### src/rtl/snn_aer_pkg.sv
// Shared types and AER handshake constants for the spike transmit path.
package snn_aer_pkg;

  typedef enum logic [2:0] {
    IDLE,
    SEND,
    RELEASE,
    GAP,
    DONE
  } tx_state_t;

  localparam int   GAP_BITS   = 8;
  localparam logic REQ_IDLE   = 1'b0;
  localparam logic REQ_ACTIVE = 1'b1;
  localparam logic ACK_LOW    = 1'b0;
  localparam logic ACK_HIGH   = 1'b1;

endpackage

### src/rtl/sync_2ff.sv
// Two-flop synchronizer for the AER acknowledge; only built when AER_ACK_SYNC_EN is defined.
`ifdef AER_ACK_SYNC_EN
module sync_2ff (
  input  logic clk,
  input  logic rst_n,
  input  logic d,
  output logic q
);

  logic meta_q;

  always_ff @(posedge clk or negedge rst_n) begin
    if (!rst_n) begin
      meta_q <= 1'b0;
      q      <= 1'b0;
    end else begin
      meta_q <= d;
      q      <= meta_q;
    end
  end

endmodule
`endif

### src/rtl/rank_order_spike_tx.sv
// Rank-order spike transmitter: snapshots the sorted index list and emits one 4-phase AER event per rank.
// Define AER_ACK_SYNC_EN when aer_ack comes from another clock domain.
module rank_order_spike_tx
  import snn_aer_pkg::*;
#(
  parameter int IMAGE_SIZE      = 5,
  parameter int IMAGE_SIZE_BITS = $clog2(IMAGE_SIZE),
  parameter int N_SPIKES        = IMAGE_SIZE,
  parameter int SPIKE_GAP       = 0
) (
  input  logic                       CLK,
  input  logic                       RST_N,
  input  logic [IMAGE_SIZE_BITS-1:0] sorted_indexes [0:IMAGE_SIZE-1],
  input  logic                       start,
  input  logic                       abort,
  output logic [IMAGE_SIZE_BITS-1:0] aer_addr,
  output logic                       aer_req,
  input  logic                       aer_ack,
  output logic                       busy,
  output logic                       done
);

  localparam logic [IMAGE_SIZE_BITS:0] LAST_RANK = (IMAGE_SIZE_BITS+1)'(N_SPIKES - 1);
  localparam logic [GAP_BITS-1:0]      GAP_LOAD  = GAP_BITS'(SPIKE_GAP - 1);

  logic ack_s;

`ifdef AER_ACK_SYNC_EN
  sync_2ff u_ack_sync (
    .clk   (CLK),
    .rst_n (RST_N),
    .d     (aer_ack),
    .q     (ack_s)
  );
`else
  assign ack_s = aer_ack;
`endif

  tx_state_t                  state_q, state_d;
  logic [IMAGE_SIZE_BITS:0]   rank_q, rank_d, next_rank;
  logic [GAP_BITS-1:0]        gap_q, gap_d;
  logic                       abort_pend_q, abort_pend_d;
  logic [IMAGE_SIZE_BITS-1:0] buf_q [0:IMAGE_SIZE-1];
  logic [IMAGE_SIZE_BITS-1:0] buf_d [0:IMAGE_SIZE-1];
  logic [IMAGE_SIZE_BITS-1:0] addr_q, addr_d;
  logic                       req_q, req_d;
  logic                       busy_q, busy_d;
  logic                       done_q, done_d;
  logic                       advance;

  always_comb begin
    state_d      = state_q;
    rank_d       = rank_q;
    gap_d        = gap_q;
    abort_pend_d = abort_pend_q;
    buf_d        = buf_q;
    addr_d       = addr_q;
    req_d        = req_q;
    busy_d       = busy_q;
    done_d       = 1'b0;
    advance      = 1'b0;
    next_rank    = rank_q + 1'b1;

    // Abort only latches while a frame is in flight; it never cuts a live handshake.
    if (state_q != IDLE && abort) begin
      abort_pend_d = 1'b1;
    end

    case (state_q)
      IDLE: begin
        if (start) begin
          buf_d        = sorted_indexes;
          rank_d       = '0;
          addr_d       = sorted_indexes[0];
          req_d        = REQ_ACTIVE;
          busy_d       = 1'b1;
          abort_pend_d = 1'b0;
          state_d      = SEND;
        end
      end
      SEND: begin
        if (ack_s == ACK_HIGH) begin
          req_d   = REQ_IDLE;
          state_d = RELEASE;
        end
      end
      RELEASE: begin
        if (ack_s == ACK_LOW) begin
          if (rank_q == LAST_RANK || abort_pend_q) begin
            done_d  = 1'b1;
            state_d = DONE;
          end else if (SPIKE_GAP == 0) begin
            advance = 1'b1;
          end else begin
            gap_d   = GAP_LOAD;
            state_d = GAP;
          end
        end
      end
      GAP: begin
        if (abort_pend_q) begin
          done_d  = 1'b1;
          state_d = DONE;
        end else if (gap_q == '0) begin
          advance = 1'b1;
        end else begin
          gap_d = gap_q - 1'b1;
        end
      end
      DONE: begin
        busy_d       = 1'b0;
        abort_pend_d = 1'b0;
        state_d      = IDLE;
      end
      default: state_d = IDLE;
    endcase

    if (advance) begin
      rank_d  = next_rank;
      addr_d  = buf_q[next_rank[IMAGE_SIZE_BITS-1:0]];
      req_d   = REQ_ACTIVE;
      state_d = SEND;
    end
  end

  always_ff @(posedge CLK or negedge RST_N) begin
    if (!RST_N) begin
      state_q      <= IDLE;
      rank_q       <= '0;
      gap_q        <= '0;
      abort_pend_q <= 1'b0;
      buf_q        <= '{default: '0};
      addr_q       <= '0;
      req_q        <= REQ_IDLE;
      busy_q       <= 1'b0;
      done_q       <= 1'b0;
    end else begin
      state_q      <= state_d;
      rank_q       <= rank_d;
      gap_q        <= gap_d;
      abort_pend_q <= abort_pend_d;
      buf_q        <= buf_d;
      addr_q       <= addr_d;
      req_q        <= req_d;
      busy_q       <= busy_d;
      done_q       <= done_d;
    end
  end

  assign aer_addr = addr_q;
  assign aer_req  = req_q;
  assign busy     = busy_q;
  assign done     = done_q;

endmodule
### config.mk
export PLATFORM = sky130hd
export DESIGN_NAME = rank_order_spike_tx
export DESIGN_NICKNAME = d
export VERILOG_FILES = /design/src/rtl/snn_aer_pkg.sv /design/src/rtl/sync_2ff.sv /design/src/rtl/rank_order_spike_tx.sv
export SDC_FILE = /design/constraint.sdc
export NUM_CORES = 1
export LEC_CHECK = 0
export ABC_CLOCK_PERIOD_IN_PS = 5300
export CAP_MARGIN = 40
export CORE_MARGIN = 5
export CORE_UTILIZATION = 30
export CTS_CLUSTER_SIZE = 40
export DETAILED_ROUTE_END_ITERATION = 10
export GPL_TIMING_DRIVEN = 0
export PLACE_DENSITY = 0.6
export REMOVE_ABC_BUFFERS = 1
export SETUP_SLACK_MARGIN = 0.3
export SKIP_CTS_REPAIR_TIMING = 1
export SLEW_MARGIN = 25
export SYNTH_ARGS = -nofsm -noshare
export SYNTH_HDL_FRONTEND = slang
export SYNTH_SLANG_ARGS = --single-unit
export TNS_END_PERCENT = 30
### constraint.sdc
create_clock -name CLK -period 5.3 [get_ports CLK]
set_clock_uncertainty 0.05 [all_clocks]
set_input_delay 0.53 -clock CLK [delete_from_list [all_inputs] [get_ports CLK]]
set_output_delay 0.53 -clock CLK [all_outputs]
set_load 0.02 [all_outputs]
==> reports/summary.txt, run 1 <==
Initial DRC Count -> 45
Synth top area share -> 51.07%
Worst-Margin Slew -> 0.5542 ns
Netlist cell types -> 39
Worst EP arrival -> 2.44 ns
r2r endpoint -> rank_q[2]
final setup TNS -> 0 ns
largest cells by area after synthesis -> dfrtp_1 (51%), mux2_2 (9.3%), mux2i_1 (3.9%)
Critical Path Start -> start
Final Hold Viols -> 0
#FFs+latches synth -> 37
ys flop type -> dfrtp_1
Leak Pwr -> 0.9633 nW
Final Util -> 38.92%
clk_lat worst skew -> 0.29 ns
hold crit path type -> in2async
commonest non-fill, non-tap cell in the layout -> dfrtp_1
Area Growth Syn to Fin -> 26.36%
Net count, final -> 203
Reg clk slew, reported paths -> 0.08 ns
routability cong. -> 0.7538
P per Cell Area -> 466.8 nW/um2
placed cells -> 247
vias per inst -> 4.796
antenna cell count -> 0
CTS tree -> yes
largest net degree at the start of global routing -> 20
Top Ports -> 26
H-tree depth -> 2
number of CTS-inserted buffers -> 5
global-route usage over all layers -> 9.649%
Slew headroom -> 62.71%
total grt overflow -> 0
Routed Wire Length -> 3.333 mm
peak supply drop -> 0.2378 mV
Power Total -> 1.069 mW
commonest cells after routing, fill and taps aside -> dfrtp_1 (37), clkdlybuf4s50_1 (24), mux2_2 (15)
worst setup path end -> buf_q[11]
number of remaining DRC errors -> 0
die extent in x -> 87.74 um
clk sinks -> 37
vias -> 1,223
Max Slew Vio Count -> 0
drt wl/cell -> 13.07 um
endpoints failing setup -> 0
Setup CP Type -> in2reg
effective utilization at floorplan -> 30.80%
row cnt -> 28
vias in the first global route -> 1,248
first-pass GRT wire length -> 5.858 mm
final std cells w/o fill -> 255
f_max -> 0.4305 GHz
status -> completed
RSZ-0062 raised after global routing -> false
Port-buffer cells -> 25
Final Cycle Share -> 43.83%
CP Capture Type -> flop
total of max-cap violations -> 0
deepest clock path buffer count -> 2
synth warn -> 0
core area -> 5886 um2
Worst EP required -> 5.42 ns
dominant cell type by area after synthesis -> dfrtp_1
drt pass-1 iters -> 4
reg-to-reg slack, setup -> 3.20 ns
number of synthesized flops with an enable pin -> 0
Synth Instances -> 149
Worst R2R Path Depth -> 4
detailed placer's ending HPWL -> 2.495 mm
Worst Path Max Fanout -> 7
number of nets with antenna violations after routing -> 0
Synth Cell Area -> 1813 um2
layout cells sized above 1 -> 21.11%
chip height -> 87.74 um
Avg Inst Size Synth -> 12.17 um2
R2R Path Start -> state_q[2]
startpoint types -> input pin
Seq/Total Area, Yosys -> 51.07%
Clock Tree Root -> clkbuf_8
die area -> 7698 um2
Tmin final -> 2.323 ns
initial antenna violation count -> 0
asr flop ratio synth -> 100.0%
==> cells in the mapped netlist, drive strengths merged (2+ instances only) <==
library cell  instances
nor2                  7
mux4                  3
clkbuf                5
inv                   6
a21oi                 7
nor2b                 3
nand4                 2
mux2                 15
ha                    4
nor4                  2
nor3                  2
mux2i                 7
nand2                 6
nand3                 5
dfrtp                37
a31o                  3
xor2                  2
o21ai                 5
and3                  4
buf                   2
xnor2                 7
==> sequential cells by signal, indices dropped and copies added (netlist names) <==
signal,flops
buf_q,15
aer_req,1
busy,1
abort_pend_q,1
state_q,3
rank_q,4
aer_addr,3
done,1
gap_q,8
==> how the worst min path moves through the flow <==
stage | slack [ns] | from | end | depth (start not counted)
floorplan | 0.18 | RST_N | abort_pend_q | 0
global placement | 0.42 | gap_q[7] | gap_q[7] | 1
detailed placement | 0.41 | gap_q[7] | gap_q[7] | 1
CTS | 0.15 | RST_N | buf_q[0] | 1
global route | 0.17 | RST_N | buf_q[12] | 1
finish | 0.14 | RST_N | aer_addr[0] | 1
==> cells by family (layout without fill, tap and decap cells) <==
group | Yosys count | count (layout) | synth area share (%)
muxes | 25 | 25 | 16.91
buffers and inverters | 13 | 44 | 3.174
and+or+nand+nor | 37 | 37 | 11.80
adders and majority gates | 4 | 4 | 2.761
xor gates and xnor gates | 9 | 9 | 4.348
AOI/OAI and AO/OA | 24 | 24 | 9.939
DFF | 37 | 37 | 51.07
==> metal layers <==
layer  vias to the layer above  GRT usage (%)  part of all wire (%)
met5                         -              0                     0
met4                         0          4.184                   1.2
li1                        603              -                     -
met3                         2          2.540                   4.3
met2                        27          15.27                    46
met1                       591          12.43                    48
==> critical path, stage by stage <==
cell and delay, ns:
clkdlybuf4s50_1 0.55, nor4b_2 0.41, buf_2 0.29, buf_4 0.17, buf_2 0.15, mux2_2 0.33
==> through the flow <==
step                area, um2  setup slack, ns  hold slack [ns]
finish                   2291            2.977           0.1429
global route             2291            2.872           0.1726
CTS                      2291            2.951           0.1496
detailed placement       2176            2.648           0.4141
global placement         2122           0.1085           0.4162
floorplan                1778            1.951           0.1844
==> final cells by class <==
type	count	area (um2)
clock buffers	5	68.82
clock inverters	3	46.29
well taps	75	93.84
flip-flops and latches	37	925.9
repair buffers	30	297.8
fillers	599	3595
multi-input cells	99	835.8
inverters	6	22.52
==> where the power goes <==
part	internal [mW]	total [mW]	switching, mW
Sequential	0.379	0.454	0.0758
Clock	0.141	0.244	0.103
Combinational	0.217	0.372	0.155
Total	0.736	1.07	0.334
No activity file was read; power rests on OpenSTA's default activity.
==> run 2, diff against run 1 <==
--- a/config.mk
+++ b/config.mk
@@ -5,14 +5,14 @@
 export SDC_FILE = /design/constraint.sdc
 export NUM_CORES = 1
 export LEC_CHECK = 0
-export ABC_CLOCK_PERIOD_IN_PS = 5300
+export ABC_CLOCK_PERIOD_IN_PS = 2100
 export CAP_MARGIN = 40
 export CORE_MARGIN = 5
 export CORE_UTILIZATION = 30
 export CTS_CLUSTER_SIZE = 40
 export DETAILED_ROUTE_END_ITERATION = 10
 export GPL_TIMING_DRIVEN = 0
-export PLACE_DENSITY = 0.6
+export PLACE_DENSITY = 0.62
 export REMOVE_ABC_BUFFERS = 1
 export SETUP_SLACK_MARGIN = 0.3
 export SKIP_CTS_REPAIR_TIMING = 1
==> constraint.sdc (replaced) <==
create_clock -name CLK -period 2.1 [get_ports CLK]
set_clock_uncertainty 0.05 [all_clocks]
set_input_delay 0.21 -clock CLK [delete_from_list [all_inputs] [get_ports CLK]]
set_output_delay 0.21 -clock CLK [all_outputs]
set_load 0.02 [all_outputs]
==> run 2 against run 1 <==
  * Flip-flop and latch count unchanged
  * Wire length increased by 11%
  * Worst hold slack improved by 0.19 ns
  * Power increased to 2.5 times the previous value
  * Critical path depth decreased by 1
  * Die area unchanged
  * First-iteration DRC count decreased by 29%
  * Final area increased by 4.9%
  * Worst setup slack got worse by 2.7 ns
  * Sequential share of layout area decreased by 1.7 points
  * Global-route usage increased by 1.0 points
  * Non-clock buffer count increased by 11
  * Critical endpoint is now rank_q[2]
==> reports/summary.txt, run 2 (synthesized netlist as in run 1, its figures left out) <==
status -> completed
P per Cell Area -> 1131 nW/um2
Area Growth Syn to Fin -> 32.50%
Worst Path Max Fanout -> 8
CP Capture Type -> flop
Tmin final -> 1.846 ns
clk sinks -> 37
detailed placer's ending HPWL -> 2.578 mm
FILL cells -> 586
number of remaining DRC errors -> 0
commonest non-fill, non-tap cell in the layout -> dfrtp_1
row cnt -> 28
drt pass-1 iters -> 4
Worst-Margin Slew -> 0.4023 ns
Final Cycle Share -> 87.89%
Port-buffer cells -> 25
total of max-cap violations -> 0
clk_lat worst skew -> 0.28 ns
core area -> 5886 um2
peak supply drop -> 0.5581 mV
total grt overflow -> 0
Net count, final -> 214
Reg clk slew, reported paths -> 0.07 ns
global-route usage over all layers -> 10.66%
vias in the first global route -> 1,308
vias -> 1,303
drt wl/cell -> 13.99 um
number of CTS-inserted buffers -> 5
Clock Tree Root -> clkbuf_8
Regs by FF count -> buf_q (15), gap_q (8), rank_q (4)
Multi-input gate area -> 877.1 um2
chip height -> 87.74 um
final std cells w/o fill -> 265
Largest register FFs -> 15
Slew headroom -> 73.18%
initial antenna violation count -> 0
commonest cells after routing, fill and taps aside -> dfrtp_1 (33), clkdlybuf4s50_1 (24), mux2_2 (15), buf_4 (13)
Initial DRC Count -> 32
Top Ports -> 26
first-pass GRT wire length -> 6.348 mm
Max Slew Vio Count -> 0
endpoints failing setup -> 0
Worst EP arrival -> 1.98 ns
CTS tree -> yes
Worst EP required -> 2.23 ns
pre-CTS setup slack -> -0.1696 ns
hold_ws -> 0.3330 ns
RSZ-0062 raised after global routing -> true
vias per inst -> 4.917
deepest clock path buffer count -> 2
f_max -> 0.5418 GHz
Routed Wire Length -> 3.708 mm
die extent in x -> 87.74 um
layout cells sized above 1 -> 28.95%
placed cells -> 247
Register Area -> 930.9 um2
hold crit path type -> in2async
antenna cell count -> 0
fin worst setup slack -> 0.2543 ns
startpoint types -> flop
effective utilization at floorplan -> 30.80%
Biggest register -> buf_q
H-tree depth -> 2
Leak Pwr -> 1.016 nW
number of nets with antenna violations after routing -> 0
largest net degree at the start of global routing -> 24
Setup CP Type -> reg2reg
die area -> 7698 um2
routability cong. -> 0.7325
Final Hold Viols -> 0
-- run 2: cell count changes in the layout (fill, tap and decap cells not counted), moves of 2 or more --
cell	delta
buf_4	+11
dfrtp_2	+4
dfrtp_1	-4
buf_2	-2
-- run 2: routing by layer --
| layer | share of wire [%] | track usage, % |
|---|---|---|
| met4 | 2.0 | 4.184 |
| met1 | 48 | 14.50 |
| met3 | 5.1 | 3.951 |
| met5 | 0 | 0 |
| met2 | 45 | 15.34 |
-- run 2: report_power, final --
group / internal [mW] / switching, mW
registers: 0.962 / 0.182
logic: 0.623 / 0.440
clock network: 0.261 / 0.249
-- run 2: layout make-up --
cell class                      count  share of cell area (%)
Tap cell                           75                   3.906
Multi-Input combinational cell     99                   36.51
Sequential cell                    37                   38.75
Timing Repair Buffer               41                   16.30
Inverter                            6                  0.9375
Clock buffer                        7                   3.594
-- run 2: path summary, 6_finish.rpt --
kind                       startpoint            to  slack [ns]  depth (start not counted)
min in group CLK                abort  abort_pend_q        0.43                          3
setup / recovery           state_q[0]     rank_q[2]        0.25                          5
max in group asynchronous       RST_N     rank_q[0]        1.21                          3
setup reg to reg           state_q[0]     rank_q[2]        0.25                          5
hold reg to reg              gap_q[7]      gap_q[7]        0.45                          1
hold / removal                  RST_N      buf_q[0]        0.33                          2
-- run 2: per-stage QoR --
stage | instance area (um2) | power (mW) | TNS [ns] | utilization [%]
2_1_floorplan | 1778 | 1.777 | -24.53 | -
3_3_place_gp | 2122 | 2.070 | -59.48 | 36.05
3_5_place_dp | 2178 | 2.130 | -0.7448 | 37.01
4_1_cts | 2265 | 2.644 | -0.001962 | 38.48
5_1_grt | 2402 | 2.905 | 0 | 40.82
6_report | 2402 | 2.716 | 0 | 40.82
-- run 2: worst max-delay path, cell delays in order, from the launching register on --
cell and delay (ns):
dfrtp_2 0.46, or4b_4 0.55, a311oi_4 0.22, buf_6 0.18, nor2_4 0.07, a31o_1 0.21
==> run 3, diff against run 2 <==
--- a/config.mk
+++ b/config.mk
@@ -11,7 +11,6 @@
 export CORE_UTILIZATION = 30
 export CTS_CLUSTER_SIZE = 40
 export DETAILED_ROUTE_END_ITERATION = 10
-export GPL_TIMING_DRIVEN = 0
 export PLACE_DENSITY = 0.62
 export REMOVE_ABC_BUFFERS = 1
 export SETUP_SLACK_MARGIN = 0.3
==> run 3 against run 2 <==
  * Clock power increased by 26%
  * Final area up 0.63%
  * Power is 4.9% higher
  * Non-clock buffer count fell by 1
  * Flip-flop and latch count is the same
  * Sequential share of layout area decreased by 0.45 points
  * Critical path depth stayed put
  * Core utilization increased by 0.26 points
  * Sequential power decreased by 4%
  * Final cell count unchanged
  * Die area unchanged
  * Combinational power grew 5%
  * Largest power group is now combinational cells
  * Highest routed layer unchanged
==> reports/summary.txt, run 3 (synthesized netlist as in run 1, its figures left out) <==
Leak Pwr -> 1.018 nW
f_max -> 0.5521 GHz
final setup TNS -> 0 ns
vias in the first global route -> 1,240
Top Ports -> 26
initial antenna violation count -> 0
Biggest register -> buf_q
startpoint types -> flop
first-pass GRT wire length -> 5.954 mm
Reg clk slew, reported paths -> 0.07 ns
detailed placer's ending HPWL -> 2.526 mm
Tmin final -> 1.811 ns
Worst-Margin Slew -> 0.4821 ns
Routed Wire Length -> 3.605 mm
antenna cell count -> 0
routability cong. -> 0.7284
chip height -> 87.74 um
deepest clock path buffer count -> 2
total grt overflow -> 0
number of nets with antenna violations after routing -> 0
Setup CP Type -> reg2reg
Area Growth Syn to Fin -> 33.33%
Port-buffer cells -> 25
status -> completed
row cnt -> 28
Max Slew Vio Count -> 0
placed cells -> 255
layout cells sized above 1 -> 27.89%
number of CTS-inserted buffers -> 5
R2R Path Start -> state_q[0]
Final Util -> 41.07%
clk sinks -> 37
peak supply drop -> 0.4778 mV
placed inst area -> 2238 um2
fin worst setup slack -> 0.2886 ns
hold crit path type -> in2async
endpoints failing setup -> 0
pre-CTS setup slack -> -0.009933 ns
Clock Tree Root -> clkbuf_8
number of remaining DRC errors -> 0
P per Cell Area -> 1178 nW/um2
clk_lat worst skew -> 0.29 ns
Worst EP required -> 2.23 ns
Worst EP arrival -> 1.94 ns
vias per inst -> 4.842
CTS tree -> yes
final std cells w/o fill -> 265
effective utilization at floorplan -> 30.80%
global-route usage over all layers -> 10.36%
Regs by FF count -> buf_q (15), gap_q (8), rank_q (4)
die area -> 7698 um2
Worst Path Max Fanout -> 4
FILL cells -> 590
Largest register FFs -> 15
Critical Path Start -> state_q[0]
vias -> 1,283
Slew headroom -> 67.86%
Worst R2R Path Depth -> 5
r2r endpoint -> rank_q[0]
post-route cell area -> 2417 um2
Final Cycle Share -> 86.26%
Initial DRC Count -> 56
drt pass-1 iters -> 4
largest net degree at the start of global routing -> 38
total of max-cap violations -> 0
RSZ-0062 raised after global routing -> true
drt wl/cell -> 13.60 um
CP Capture Type -> flop
die extent in x -> 87.74 um
H-tree depth -> 2
reg-to-reg slack, setup -> 0.29 ns
commonest cells after routing, fill and taps aside -> dfrtp_1 (37), clkdlybuf4s50_1 (25), mux2_2 (15), buf_4 (14)
Final Hold Viols -> 0
commonest non-fill, non-tap cell in the layout -> dfrtp_1
Net count, final -> 213
core area -> 5886 um2
## run 3: area by class of cell
cell class	count	area (um2)	area share, %
clock buffer	6	82.58	3.416
clock inverter	2	37.54	1.553
inverter	6	22.52	0.9317
multi-input combinational	99	879.6	36.39
sequential	37	925.9	38.30
tap	75	93.84	3.882
timing repair buffer	40	375.4	15.53
## run 3: metal layers
metal | GRT usage, % | part of all wire [%]
met1 | 13.30 | 48
met2 | 15.41 | 44
met3 | 4.045 | 5.4
met4 | 4.603 | 1.9
met5 | 0 | 0
## run 3: report_power, final
| group | internal (mW) | switching (mW) |
|---|---|---|
| Clock | 0.386 | 0.257 |
| Sequential | 0.956 | 0.136 |
| Combinational | 0.622 | 0.491 |
| Total | 1.96 | 0.884 |
## run 3: worst max-delay path by stage
stage | to | slack, ns | cells past startpoint
after floorplan | buf_q[0] | -1.25 | 2
after global placement | rank_q[0] | -0.0003 | 6
after detailed placement | rank_q[0] | -0.01 | 6
after CTS | rank_q[3] | 0.20 | 6
after global routing | rank_q[0] | 0.21 | 5
final | rank_q[0] | 0.29 | 5
## run 3: critical path, stage by stage, from the launching register on
cell      delay [ns]
dfrtp_1         0.38
or4b_4          0.56
a311oi_4        0.32
buf_4           0.20
nor4_2          0.04
o21bai_1        0.15
## run 3: stage by stage
step,hold slack [ns],power [mW]
final,0.2794,2.849
after global placement,0.4150,2.162
after global routing,0.3217,3.037
after CTS,0.2938,2.847
after detailed placement,0.4162,2.186
after floorplan,-0.1356,1.777
